===== src/rtl/adder_chunk.sv =====
// Combinational N-bit ripple-carry chunk built from full_adder cells.
// It also exposes the carry into the top bit, which the overflow logic needs.
module adder_chunk #(
    parameter int N = 4
) (
    input  logic [N-1:0] a,
    input  logic [N-1:0] b,
    input  logic         cin,
    output logic [N-1:0] s,
    output logic         cout,
    output logic         c_msb_in
);

    logic [N:0] c_s;

    assign c_s[0] = cin;

    for (genvar i = 0; i < N; i++) begin : g_bit
        full_adder u_fa (
            .a    (a[i]),
            .b    (b[i]),
            .cin  (c_s[i]),
            .s    (s[i]),
            .cout (c_s[i+1])
        );
    end

    assign cout     = c_s[N];
    assign c_msb_in = c_s[N-1];

endmodule


===== src/rtl/full_adder.sv =====
// One-bit full adder. This is the leaf cell that every ripple chain in the
// adder pipeline is built from.
module full_adder (
    input  logic a,
    input  logic b,
    input  logic cin,
    output logic s,
    output logic cout
);

    assign s    = a ^ b ^ cin;
    assign cout = (a & b) | (cin & (a ^ b));

endmodule


===== src/rtl/pipelined_adder.sv =====
// Pipelined WIDTH-bit adder/subtractor. Each of the STAGES stages adds one
// CHUNK-wide slice, and a registered carry passes between the stages.
module pipelined_adder #(
    parameter int WIDTH  = 16,
    parameter int STAGES = 4
) (
    input  logic             clk,
    input  logic             rst_n,
    input  logic             in_valid,
    output logic             in_ready,
    input  logic [WIDTH-1:0] a,
    input  logic [WIDTH-1:0] b,
    input  logic             cin,
    input  logic             sub,
    output logic             out_valid,
    input  logic             out_ready,
    output logic [WIDTH-1:0] sum,
    output logic             cout,
    output logic             ovf
);

    localparam int CHUNK = (STAGES > 0) ? (WIDTH / STAGES) : WIDTH;

    if (STAGES < 1 || (WIDTH % STAGES) != 0) begin : g_bad_cfg
        $error("pipelined_adder: STAGES must be >= 1 and divide WIDTH");
    end

    logic                          advance_s;
    logic                          accept_s;
    logic [STAGES-1:0]             valid_r;
    logic [STAGES-1:0]             carry_r;
    logic [STAGES-1:0][WIDTH-1:0]  a_r;
    logic [STAGES-1:0][WIDTH-1:0]  b_r;
    logic [STAGES-1:0][WIDTH-1:0]  sum_r;
    logic                          ovf_r;

    logic [STAGES-1:0][WIDTH-1:0]  src_a_s;
    logic [STAGES-1:0][WIDTH-1:0]  src_b_s;
    logic [STAGES-1:0][WIDTH-1:0]  src_sum_s;
    logic [STAGES-1:0][WIDTH-1:0]  next_sum_s;
    logic [STAGES-1:0]             src_c_s;
    logic [STAGES-1:0]             src_v_s;
    logic [STAGES-1:0]             co_s;
    logic [STAGES-1:0]             cm_s;
    logic [STAGES-1:0][CHUNK-1:0]  cs_s;

    // Global stall: the whole pipe moves together or holds entirely.
    always_comb begin
        advance_s = !valid_r[STAGES-1] || out_ready;
        accept_s  = in_valid && advance_s;
    end

    assign in_ready = advance_s;

    // Select each stage's inputs: stage 0 takes the ports, later stages take the previous register.
    always_comb begin
        src_a_s   = '0;
        src_b_s   = '0;
        src_sum_s = '0;
        src_c_s   = '0;
        src_v_s   = '0;
        src_v_s[0] = accept_s;
        // Bubbles load zeros so that idle stages hold known data.
        if (accept_s) begin
            src_a_s[0] = a;
            src_b_s[0] = sub ? ~b : b;
            src_c_s[0] = sub ? 1'b1 : cin;
        end else begin
            src_a_s[0] = '0;
            src_b_s[0] = '0;
            src_c_s[0] = 1'b0;
        end
        for (int k = 1; k < STAGES; k++) begin
            src_v_s[k]   = valid_r[k-1];
            src_a_s[k]   = a_r[k-1];
            src_b_s[k]   = b_r[k-1];
            src_sum_s[k] = sum_r[k-1];
            src_c_s[k]   = carry_r[k-1];
        end
    end

    for (genvar k = 0; k < STAGES; k++) begin : g_stage
        adder_chunk #(.N(CHUNK)) u_chunk (
            .a        (src_a_s[k][k*CHUNK +: CHUNK]),
            .b        (src_b_s[k][k*CHUNK +: CHUNK]),
            .cin      (src_c_s[k]),
            .s        (cs_s[k]),
            .cout     (co_s[k]),
            .c_msb_in (cm_s[k])
        );
    end

    // Insert this stage's chunk result into the partial sum that moves down the pipe.
    always_comb begin
        next_sum_s = src_sum_s;
        for (int k = 0; k < STAGES; k++) begin
            next_sum_s[k][k*CHUNK +: CHUNK] = cs_s[k];
        end
    end

    // Stage registers. The last stage's registers drive the outputs directly.
    always_ff @(posedge clk or negedge rst_n) begin
        if (!rst_n) begin
            valid_r <= '0;
            carry_r <= '0;
            a_r     <= '0;
            b_r     <= '0;
            sum_r   <= '0;
            ovf_r   <= 1'b0;
        end else if (advance_s) begin
            valid_r <= src_v_s;
            carry_r <= co_s;
            a_r     <= src_a_s;
            b_r     <= src_b_s;
            sum_r   <= next_sum_s;
            ovf_r   <= cm_s[STAGES-1] ^ co_s[STAGES-1];
        end else begin
            valid_r <= valid_r;
            carry_r <= carry_r;
            a_r     <= a_r;
            b_r     <= b_r;
            sum_r   <= sum_r;
            ovf_r   <= ovf_r;
        end
    end

    assign out_valid = valid_r[STAGES-1];
    assign sum       = sum_r[STAGES-1];
    assign cout      = carry_r[STAGES-1];
    assign ovf       = ovf_r;

endmodule

===== config.mk =====
export PLATFORM = sky130hd
export DESIGN_NAME = pipelined_adder
export DESIGN_NICKNAME = d
export VERILOG_FILES = /design/src/rtl/adder_chunk.sv /design/src/rtl/full_adder.sv /design/src/rtl/pipelined_adder.sv
export SDC_FILE = /design/constraint.sdc
export NUM_CORES = 1
export LEC_CHECK = 0
export ABC_AREA = 1
export BUFFER_PORTS_ARGS = -buffer_cell sky130_fd_sc_hd__buf_2
export CORE_MARGIN = 2
export CORE_UTILIZATION = 43
export DETAILED_ROUTE_END_ITERATION = 12
export MAX_ROUTING_LAYER = met4
export PLACE_DENSITY = 0.69
export SYNTH_ARGS = -nofsm -noshare
export SYNTH_HDL_FRONTEND = slang
export SYNTH_SLANG_ARGS = --single-unit

===== constraint.sdc =====
create_clock -name clk -period 7.35 [get_ports clk]
set_input_delay 0.3675 -clock clk [delete_from_list [all_inputs] [get_ports clk]]
set_output_delay 0.3675 -clock clk [all_outputs]
set_load 0.02 [all_outputs]

==> summary.txt, run 1 <==
Run status
  – Status: finished clean

Setup path
  – WS Path Type: flop to flop
  – Crit end category: flop
  – Crit path from: valid_r[3]$_DFFE_PN0N_
  – CP max FO: 73
  – Worst EP arrival: ~3.4 ns
  – Setup crit start kind: flop
  – Critical Path RT: 7.63 ns
  – Worst r2r src: valid_r[3]$_DFFE_PN0N_

Timing
  – Final worst slack: 4.27 ns
  – Slew HR: ~36%
  – RSZ-0062 raised after global routing: no
  – Slew @ Worst Pin: between 0.9 and 1 ns
  – Final min period: roughly 3 ns
  – Setup violators final: 0
  – Clock Skews: approximately 0.008 ns
  – Worst hold slack: ~0.19 ns
  – Final TNS setup: 0 ns
  – Final period utilization: 41.9%
  – Fmax achieved: approximately 320 MHz
  – Fin. max-slew vios: 0
  – Fin. Hold Viols: 0

Clocking
  – Clock sinks: 97
  – CTS clock-pin slew for the worst setup and hold paths: 0.09 ns
  – CTS max path bufs: 2
  – Clk_lat worst skew: ~0.36 ns
  – CTS tree: yes
  – Cts repair resizes: 0
  – H-tree Lvls: 3
  – Clock Tree Root: clkbuf_8
  – CTS buffer count: 9

Detailed routing
  – DRC: 0
  – Avg WL per Cell: approximately 11 µm
  – Post-route antenna net violation count: 0
  – Via Count: around 3000
  – Final WL: between 7 and 8 mm
  – DR pass1 iterations: 4
  – Via density per instance: ~4.4
  – Initial drt markers: about 130

Yosys
  – Mapped Cells: around 490
  – Dominant synthesized flop cell: dfrtp_1
  – Top cells by area, synth: dfrtp_1 (57%), nand2_1 (21%), fa_1 (7.5%), o21ai_0 (5.4%), inv_1 (4.6%)
  – Post-Syn Area per Cell: 8.82 µm²
  – Yosys cell types: 17
  – Mapped Nets: approximately 540
  – Synthesized area: 0.00428 mm²
  – Ys async rst share: 100%
  – Most frequent cell after synthesis: nand2_1
  – Synth warnings: 0
  – Share of the synthesized area in the top cell type: 56.7%
  – Sequential fraction of the synthesis area: between 50% and 60%
  – Largest area contributor in the netlist: dfrtp_1
  – Most frequent cells after synthesis: nand2_1 (235), dfrtp_1 (97), inv_1 (52), o21ai_0 (46), fa_1 (16)
  – EDFF count, synth: 0
  – FF+latch count, synth: 97

Run
  – Max-cap violations: 0

Pwr
  – P_leak: approximately 2.6 nW
  – Switching share of power: a little under two fifths
  – NetSw: 0.000598 W
  – Maximum VDD drop: between 0.09 and 0.1 mV
  – Internal Pwr Total: roughly 0.0010 W
  – Clk pwr share: approximately a fifth
  – PD cells: about 340 mW/mm²
  – Flop pwr share: roughly half
  – Logic pwr share: 30.6%

Cells and area
  – Fill cells: 950
  – N_diodes: 0
  – # nets final: roughly 600
  – Post-layout util: 49.6%
  – Area Growth Syn to Fin: 12.8%
  – Ratio of cells with drive above 1 in the final layout: 15.0%

Hold path
  – Hold crit path type: input port to flop
  – Hold_sp: a[9]

Die
  – Die H: ~100 µm
  – I/O pin total: 58
  – Die Width: about 100 µm
  – Core ar.: between 0.009 and 0.01 mm²
  – Cell Rows: 36
  – Initial Util: about 44%
  – Die ar.: around 0.011 mm²

Placed design
  – Port bufs: 57
  – Pre-CTS setup slack: between 4 and 5 ns
  – GP Congestion: roughly 0.75
  – Detail Placement HPWL: between 5 and 6 mm

GRT
  – GRT Overall Usage: 15.6%
  – Vias in the first global route: approximately 2900
  – First-pass GRT wire length: around 13 mm
  – Largest net degree at the start of global routing: 79
  – Total gr overflow: 0
  – Initial antenna violation count: 0
stage by stage:
stage                     power (W)  cell area (µm²)  std cells
after floorplan             0.00117             4280        485
after global placement      0.00130             4630        657
final                       0.00162             4830        674
after global routing        0.00176             4830        674
after detailed placement    0.00132             4630        657
after CTS                   0.00164             4830        674
placed cells by master (no fill, tap or decap), drive strengths merged:
cell / netlist / layout
nand2: 236 / 236
dfrtp: 97 / 97
buf: 15 / 61
inv: 53 / 53
o21ai: 46 / 46
fa: 16 / 16
clkbuf: 7 / 10
nor2: 8 / 8
clkinv: 0 / 5
xnor2: 3 / 3
a21oi: 1 / 1
xor2: 1 / 1
or2: 1 / 1
nand3: 1 / 1
clkinvlp: 0 / 1
dlygate4sd3: 0 / 1
sequential cells by signal, indices dropped and copies added (netlist names):
name,count
next_sum_s,24
b_r,24
sum,16
carry_r,4
a_r,24
valid_r,4
ovf,1
cell families after synthesis:
| group | count (synthesis) | share of synthesized area (%) |
|---|---|---|
| and+or+nand+nor | 246 | 21.7 |
| DFF | 97 | 56.7 |
| buffers and inverters | 75 | 7.63 |
| AOI/OAI and AO/OA | 47 | 5.59 |
| adders and majority gates | 16 | 7.49 |
| xor gates and xnor gates | 4 | 0.819 |
critical path, cell delays in order, from the launching register on:
cell and delay, ns:
dfrtp_1 0.40, nand2_2 0.06, buf_4 0.31, nand2_1 0.29, nor2_1 0.10, fa_1 0.43, fa_1 0.39, fa_1 0.38
inv_1 0.08, fa_1 0.39, o21ai_0 0.15
layout make-up:
class	instances	area, µm²	area share [%]
clock inverters	6	43.8	0.907
inverters	53	199	4.12
clock buffers	10	138	2.85
well taps	133	166	3.45
flip-flops and latches	97	2430	50.3
repair buffers	62	328	6.79
multi-input cells	313	1520	31.6
final timing paths:
path	end	slack, ns	depth (start not counted)
max	next_sum_s[19]$_DFFE_PN0N_	4.27	10
min	a_r[9]$_DFFE_PN0N_	0.19	3
max reg2reg	next_sum_s[19]$_DFFE_PN0N_	4.27	10
min reg2reg	b_r[31]$_DFFE_PN0N_	0.48	2
max in group asynchronous	b_r[31]$_DFFE_PN0N_	5.72	3
min in group asynchronous	carry_r[0]$_DFFE_PN0N_	0.40	2
power groups by stage:
stage,sequential (W),clock (W),combinational [W]
floorplan,0.000857,0,0.000314
global placement,0.000814,0,0.000486
detailed placement,0.000819,0,0.000503
CTS,0.000809,0.000324,0.000506
global route,0.000832,0.000346,0.000577
finish,0.000806,0.000316,0.000494
per-layer routing:
layer	GRT usage [%]	vias up	part of all wire [%]
met3	3.65	8	3.9
met4	5.50	0	1.5
li1	-	1543	-
met2	23.9	47	44
met1	20.5	1373	51
met5	-	-	0
repair_timing:
| action | 4_1_cts | 5_1_grt |
|---|---|---|
| endpoints found under the hold margin | 19 | 0 |
| hold buffers | 1 | 0 |
| setup buffers | 0 | 0 |
No activity file was read; power rests on OpenSTA's default activity.
==> run 2: changes to the inputs <==
--- a/config.mk
+++ b/config.mk
@@ -5,13 +5,13 @@
 export SDC_FILE = /design/constraint.sdc
 export NUM_CORES = 1
 export LEC_CHECK = 0
-export ABC_AREA = 1
+export ABC_AREA = 0
 export BUFFER_PORTS_ARGS = -buffer_cell sky130_fd_sc_hd__buf_2
 export CORE_MARGIN = 2
 export CORE_UTILIZATION = 43
 export DETAILED_ROUTE_END_ITERATION = 12
 export MAX_ROUTING_LAYER = met4
-export PLACE_DENSITY = 0.69
+export PLACE_DENSITY = 0.68
 export SYNTH_ARGS = -nofsm -noshare
 export SYNTH_HDL_FRONTEND = slang
 export SYNTH_SLANG_ARGS = --single-unit
==> constraint.sdc (replaced) <==
create_clock -name clk -period 2.9 [get_ports clk]
set_input_delay 0.145 -clock clk [delete_from_list [all_inputs] [get_ports clk]]
set_output_delay 0.145 -clock clk [all_outputs]
set_load 0.02 [all_outputs]
==> summary.txt, run 2 <==
Pwr
  – Overall power: 0.00474 W (was 0.00162 W)
  – Maximum VDD drop: 0.342 mV (was 0.0981 mV)
  – PD cells: 941 mW/mm² (was 335 mW/mm²)
  – P_leak: 2.31 nW (was 2.63 nW)

Timing
  – Worst hold slack: 0.0281 ns (was 0.189 ns)
  – Final period utilization: 92.8% (was 41.9%)
  – Fmax achieved: 372 MHz (was 325 MHz)
  – Final worst slack: 0.210 ns (was 4.27 ns)
  – Slew @ Worst Pin: 0.736 ns (was 0.959 ns)
  – Clock Skews: 0.00658 ns (was 0.00800 ns)
  – Setup violators final: 0 (unchanged)
  – Final TNS setup: 0 ns (unchanged)
  – Final min period: 2.69 ns (was 3.08 ns)
  – Fin. max-slew vios: 0 (unchanged)
  – Fin. Hold Viols: 0 (unchanged)
  – Slew HR: 50.9% (was 36.1%)
  – RSZ-0062 raised after global routing: no (unchanged)

Setup path
  – Worst r2r src: valid_r[3]$_DFFE_PN0N_ (unchanged)
  – WS Path Type: flop to flop (unchanged)
  – Register-to-register setup slack: 0.21 ns (was 4.27 ns)
  – Crit path from: valid_r[3]$_DFFE_PN0N_ (unchanged)
  – Worst setup endpoint: next_sum_s[19]$_DFFE_PN0N_ (unchanged)
  – Worst reg2reg path depth: 9 (was 10)
  – RR Endpoint: next_sum_s[19]$_DFFE_PN0N_ (unchanged)
  – CP max FO: 7 (was 73)
  – Critical Path RT: 3.19 ns (was 7.63 ns)
  – Crit end category: flop (unchanged)
  – Worst EP arrival: 2.98 ns (was 3.36 ns)
  – Setup crit start kind: flop (unchanged)

Yosys
  – Largest area contributor in the netlist: dfrtp_1 (unchanged)
  – Dominant synthesized flop cell: dfrtp_1 (unchanged)
  – Yosys cell types: 26 (was 17)
  – Mapped Cells: 326 (was 485)
  – Sequential fraction of the synthesis area: 55.2% (was 56.7%)
  – Post-Syn Area per Cell: 13.5 µm² (was 8.82 µm²)
  – Synthesized area: 0.00440 mm² (was 0.00428 mm²)
  – Ys async rst share: 100% (unchanged)
  – FF+latch count, synth: 97 (unchanged)
  – Synth warnings: 0 (unchanged)
  – Most frequent cells after synthesis: dfrtp_1 (97), mux2_2 (38), nand3b_1 (22), inv_1 (21), mux2_1 (20) (was nand2_1 (235), dfrtp_1 (97), inv_1 (52), o21ai_0 (46), fa_1 (16))
  – Mapped Nets: 380 (was 539)
  – EDFF count, synth: 0 (unchanged)
  – Most frequent cell after synthesis: dfrtp_1 (was nand2_1)
  – Share of the synthesized area in the top cell type: 55.2% (was 56.7%)
  – Top cells by area, synth: dfrtp_1 (55%), mux2_2 (9.7%), fa_1 (7.3%), mux2_1 (5.1%), nand3b_1 (3.8%) (was dfrtp_1 (57%), nand2_1 (21%), fa_1 (7.5%), o21ai_0 (5.4%), inv_1 (4.6%))

GRT
  – Total gr overflow: 0 (unchanged)
  – Met3 usage: 2.18% (was 3.65%)
  – GRT Overall Usage: 16.3% (was 15.6%)
  – Grt met2 use: 24.2% (was 23.9%)
  – Grt peak-use layer: met2 (unchanged)
  – GRT met1 Usage: 22.6% (was 20.5%)
  – Initial antenna violation count: 0 (unchanged)
  – First-pass GRT wire length: 13.7 mm (was 13.2 mm)
  – Largest net degree at the start of global routing: 63 (was 79)
  – Vias in the first global route: 2705 (was 2917)

Die
  – Die ar.: 0.0111 mm² (was 0.0108 mm²)
  – Initial Util: 44.6% (was 44.0%)
  – Core ar.: 0.00986 mm² (was 0.00973 mm²)
  – Die H: 105 µm (was 104 µm)
  – I/O pin total: 58 (unchanged)
  – Die Width: 105 µm (was 104 µm)
  – Cell Rows: 36 (unchanged)

Cells and area
  – Commonest non-fill, non-tap cells in the layout: dfrtp_1 (96), buf_2 (56), mux2_2 (38) (was nand2_1 (235), dfrtp_1 (97), buf_2 (56))
  – Ratio of cells with drive above 1 in the final layout: 32.5% (was 15.0%)
  – Area Growth Syn to Fin: 14.6% (was 12.8%)
  – Commonest non-fill, non-tap cell in the layout: dfrtp_1 (was nand2_1)
  – # nets final: 434 (was 590)
  – N_diodes: 0 (unchanged)

Clocking
  – CTS buffer count: 9 (unchanged)
  – Setup Buffers After CTS: 0 (unchanged)
  – CTS tree: yes (unchanged)
  – CTS max path bufs: 2 (unchanged)
  – H-tree Lvls: 3 (unchanged)
  – Clock sinks: 97 (unchanged)
  – Clock Tree Root: clkbuf_8 (unchanged)
  – CTS clock-pin slew for the worst setup and hold paths: 0.09 ns (about the same)
  – Clk_lat worst skew: 0.36 ns (about the same)

Hold path
  – Worst Hold Depth: 3 (unchanged)
  – Hold crit path type: input port to flop (unchanged)

Run
  – Max-cap violations: 0 (unchanged)

Placed design
  – GP Congestion: 0.758 (was 0.746)
  – Port bufs: 57 (unchanged)
  – Pre-CTS setup slack: 0.230 ns (was 4.10 ns)
  – Detail Placement HPWL: 5.34 mm (was 5.15 mm)

Detailed routing
  – Avg WL per Cell: 15.5 µm (was 11.3 µm)
  – Via density per instance: 4.92 (was 4.41)
  – Initial drt markers: 100 (was 132)
  – DR pass1 iterations: 4 (unchanged)
  – DRC: 0 (unchanged)
  – Final WL: 8.02 mm (was 7.60 mm)
  – Via Count: 2548 (was 2971)
  – Post-route antenna net violation count: 0 (unchanged)

Run status
  – Status: finished clean (unchanged)
[run 2: worst max-delay path, stage by stage (launching register included)]
cell and delay, ns:
dfrtp_2 0.37, nor2b_4 0.23, inv_2 0.07, and3_1 0.20
fa_1 0.44, fa_2 0.35, fa_1 0.36, inv_1 0.08
fa_1 0.41, a21oi_1 0.12
[run 2: cells by family (layout without fill, tap and decap cells)]
| logic type | count (synthesis) | in the layout | share of synthesized area (%) |
|---|---|---|---|
| flops | 97 | 97 | 55.2 |
| mux | 65 | 65 | 16.8 |
| simple gates | 55 | 55 | 7.80 |
| buf+inv | 45 | 104 | 5.32 |
| compound gates | 31 | 31 | 4.21 |
| xor+xnor | 17 | 17 | 3.39 |
| fa+ha+maj | 16 | 16 | 7.29 |
[run 2: per-layer routing]
layer | vias up | routed length (µm)
met5 | - | 0
met1 | 1293 | 3900
met4 | 0 | 164
li1 | 1207 | -
met2 | 37 | 3760
met3 | 11 | 186
[run 2: layout make-up]
type	count	area (µm²)
Inverter	22	82.6
Timing Repair Buffer	66	370
Fill cell	864	4830
Tap cell	133	166
Multi-Input combinational cell	184	1750
Clock inverter	5	103
Sequential cell	97	2430
Clock buffer	11	141
[run 2: what timing repair did]
action | 4_1_cts | 5_1_grt
hold buffers | 1 | 0
gates resized for setup | 0 | 0
hold endpoints to repair | 44 | 0
[run 2: worst min-delay path by stage]
stage               start                  end  slack [ns]
floorplan           rst_n  a_r[10]$_DFFE_PN0N_       -0.15
global placement    rst_n  a_r[46]$_DFFE_PN0N_        0.18
detailed placement  rst_n  b_r[46]$_DFFE_PN0N_        0.19
CTS                 a[13]  a_r[13]$_DFFE_PN0N_        0.02
global route        a[15]  a_r[15]$_DFFE_PN0N_        0.03
finish              a[15]  a_r[15]$_DFFE_PN0N_        0.03
[run 2: metrics by stage]
stage | cell area, µm² | utilization (%) | std cells
5_1_grt | 5040 | 51.1 | 518
6_report | 5040 | 51.1 | 518
3_3_place_gp | 4780 | 48.5 | 501
3_5_place_dp | 4780 | 48.5 | 501
2_1_floorplan | 4400 | - | 326
4_1_cts | 5040 | 51.1 | 518
[run 2: power by group]
part	internal (W)	switching (W)	total (W)
Combinational	0.000741	0.000800	0.00154
Sequential	0.00188	0.000269	0.00215
Clock	0.000595	0.000450	0.00105
==> run 3: changes to the inputs <==
--- a/config.mk
+++ b/config.mk
@@ -12,6 +12,8 @@
 export DETAILED_ROUTE_END_ITERATION = 12
 export MAX_ROUTING_LAYER = met4
 export PLACE_DENSITY = 0.68
+export RECOVER_POWER = 100
+export REMOVE_ABC_BUFFERS = 1
 export SYNTH_ARGS = -nofsm -noshare
 export SYNTH_HDL_FRONTEND = slang
 export SYNTH_SLANG_ARGS = --single-unit
==> summary.txt, run 3 (synthesis gave the netlist of run 2 again) <==
GRT
  – Vias in the first global route: 2712 (was 2705)
  – Largest net degree at the start of global routing: 58 (was 63)
  – Initial antenna violation count: 0 (unchanged)
  – First-pass GRT wire length: 13.5 mm (was 13.7 mm)
  – GRT Overall Usage: 16.1% (was 16.3%)
  – Total gr overflow: 0 (unchanged)

Cells and area
  – Commonest non-fill, non-tap cell in the layout: dfrtp_1 (unchanged)
  – Area of the multi-input gates: 0.00174 mm² (was 0.00175 mm²)
  – Ratio of cells with drive above 1 in the final layout: 26.4% (was 32.5%)
  – Register area: 0.00243 mm² (about the same)
  – Final cell count without fillers: 520 (was 518)
  – N_diodes: 0 (unchanged)
  – Area Growth Syn to Fin: 12.3% (was 14.6%)
  – Fill cells: 902 (was 864)
  – # nets final: 436 (was 434)
  – Commonest non-fill, non-tap cells in the layout: dfrtp_1 (97), mux2_2 (38), buf_2 (36) (was dfrtp_1 (96), buf_2 (56), mux2_2 (38))

Detailed routing
  – DR pass1 iterations: 4 (unchanged)
  – Initial drt markers: 160 (was 100)
  – Via density per instance: 4.99 (was 4.92)
  – Post-route antenna net violation count: 0 (unchanged)
  – Final WL: 7.92 mm (was 8.02 mm)
  – DRC: 0 (unchanged)
  – Avg WL per Cell: 15.2 µm (was 15.5 µm)
  – Via Count: 2596 (was 2548)

Setup path
  – CP max-delay cell: fa_1 (unchanged)
  – Register-to-register setup slack: 0.26 ns (was 0.21 ns)
  – Setup crit start kind: flop (unchanged)
  – Critical Path RT: 3.19 ns (about the same)
  – Worst path depth: 9 (unchanged)
  – Crit end category: flop (unchanged)
  – Worst EP arrival: 2.93 ns (was 2.98 ns)
  – CP top delay family: adder cells (unchanged)
  – Crit path cell chain: nor2b_4 -> inv_1 -> and3_1 -> fa_1 -> fa_1 -> fa_1 -> inv_1 -> fa_1 -> a21oi_1 (was nor2b_4 -> inv_2 -> and3_1 -> fa_1 -> fa_2 -> fa_1 -> inv_1 -> fa_1 -> a21oi_1)
  – CP bufs+invs: 2 (unchanged)
  – Worst reg2reg path depth: 9 (unchanged)
  – CP max FO: 3 (was 7)
  – Max incr delay on CP: 0.44 ns (about the same)
  – WS Path Type: flop to flop (unchanged)
  – CP most frequent cell: fa_1 (unchanged)

Clocking
  – CTS buffer count: 9 (unchanged)
  – Clk_lat worst skew: 0.36 ns (about the same)
  – CTS tree: yes (unchanged)
  – Setup Buffers After CTS: 0 (unchanged)
  – Clock Tree Root: clkbuf_8 (unchanged)
  – CTS clock-pin slew for the worst setup and hold paths: 0.09 ns (about the same)
  – H-tree Lvls: 3 (unchanged)
  – CTS max path bufs: 2 (unchanged)
  – Clock sinks: 97 (unchanged)

Run
  – Max-cap violations: 0 (unchanged)

Die
  – Die Width: 105 µm (unchanged)
  – Core ar.: 0.00986 mm² (unchanged)
  – I/O pin total: 58 (unchanged)
  – Cell Rows: 36 (unchanged)
  – Die H: 105 µm (unchanged)
  – Die ar.: 0.0111 mm² (unchanged)
  – Initial Util: 44.6% (unchanged)

Placed design
  – GP Congestion: 0.725 (was 0.758)
  – Port bufs: 57 (unchanged)
  – Detail Placement HPWL: 5.30 mm (was 5.34 mm)
  – Placed cells: 503 (was 501)
  – Pre-CTS setup slack: 0.228 ns (was 0.230 ns)

Timing
  – Final worst slack: 0.261 ns (was 0.210 ns)
  – RSZ-0062 raised after global routing: no (unchanged)
  – Final period utilization: 91.0% (was 92.8%)
  – Final TNS setup: 0 ns (unchanged)
  – Fin. Hold Viols: 0 (unchanged)
  – Slew @ Worst Pin: 1.46 ns (was 0.736 ns)
  – Clock Skews: 0.0113 ns (was 0.00658 ns)
  – Final min period: 2.64 ns (was 2.69 ns)
  – Setup violators final: 0 (unchanged)
  – Fin. max-slew vios: 0 (unchanged)
  – Fmax achieved: 379 MHz (was 372 MHz)
  – Slew HR: 2.95% (was 50.9%)

Run status
  – Status: finished clean (unchanged)

Pwr
  – P_leak: 2.23 nW (was 2.31 nW)
  – PD cells: 904 mW/mm² (was 941 mW/mm²)
  – Maximum VDD drop: 0.381 mV (was 0.342 mV)

Hold path
  – Worst Hold Depth: 3 (unchanged)
  – Hold crit path type: input port to flop (unchanged)
## run 3: cell types whose count changed in the layout (fill, tap and decap cells not counted), moves of 2 or more
cell,previous run,this run
mux2_4,3,1
bufinv_16,3,0
clkbuf_1,1,21
buf_4,8,6
clkbuf_2,0,4
clkbuf_8,10,12
mux2_1,20,22
buf_2,56,36
## run 3: tightest hold or removal path, cell delays in order
cell     delay [ns]
buf_2          0.10
nand2_1        0.04
o21ai_0        0.06
## run 3: report_power, final
group / total, W / internal [W] / leakage, nW / switching [W]
Sequential: 0.00214 / 0.00188 / 1.22 / 0.000261
Combinational: 0.00149 / 0.000697 / 0.909 / 0.000797
Clock: 0.000825 / 0.000381 / 0.0984 / 0.000444
Total: 0.00446 / 0.00296 / 2.23 / 0.00150
## run 3: area by class of cell
class,instances,area share [%]
inverters,22,1.67
repair buffers,68,6.77
multi-input cells,184,35.1
flip-flops and latches,97,49.2
well taps,133,3.37
clock buffers,12,3.35
clock inverters,4,0.532
## run 3: routing by layer
layer	vias up	share of wire (%)	track usage (%)
met1	1317	48	22.2
li1	1209	-	-
met4	0	1.2	4.00
met2	63	47	24.4
met3	7	4.5	3.43
met5	-	0	-
## run 3: final timing paths
path,from,endpoint
setup / recovery,valid_r[3]$_DFFE_PN0N_,next_sum_s[19]$_DFFE_PN0N_
hold / removal,a[15],a_r[15]$_DFFE_PN0N_
setup reg to reg,valid_r[3]$_DFFE_PN0N_,next_sum_s[19]$_DFFE_PN0N_
hold reg to reg,valid_r[2]$_DFFE_PN0N_,valid_r[3]$_DFFE_PN0N_
max in group asynchronous,rst_n,next_sum_s[52]$_DFFE_PN0N_
min in group asynchronous,rst_n,sum[11]$_DFFE_PN0N_
## run 3: stage by stage
stage          power [W]  hold slack (ns)  util (%)  cell area, µm²
2_1_floorplan    0.00324           -0.151         -            4250
3_3_place_gp     0.00368            0.234      48.5            4780
3_5_place_dp     0.00376            0.239      48.5            4780
4_1_cts          0.00459           0.0130      50.5            4980
5_1_grt          0.00481           0.0302      50.1            4940
6_report         0.00446           0.0279      50.1            4940
## run 3: timing repair
item / in CTS / in global routing
hold buffers: 1 / 0
resized for setup: 0 / 0
endpoints found under the hold margin: 54 / 0
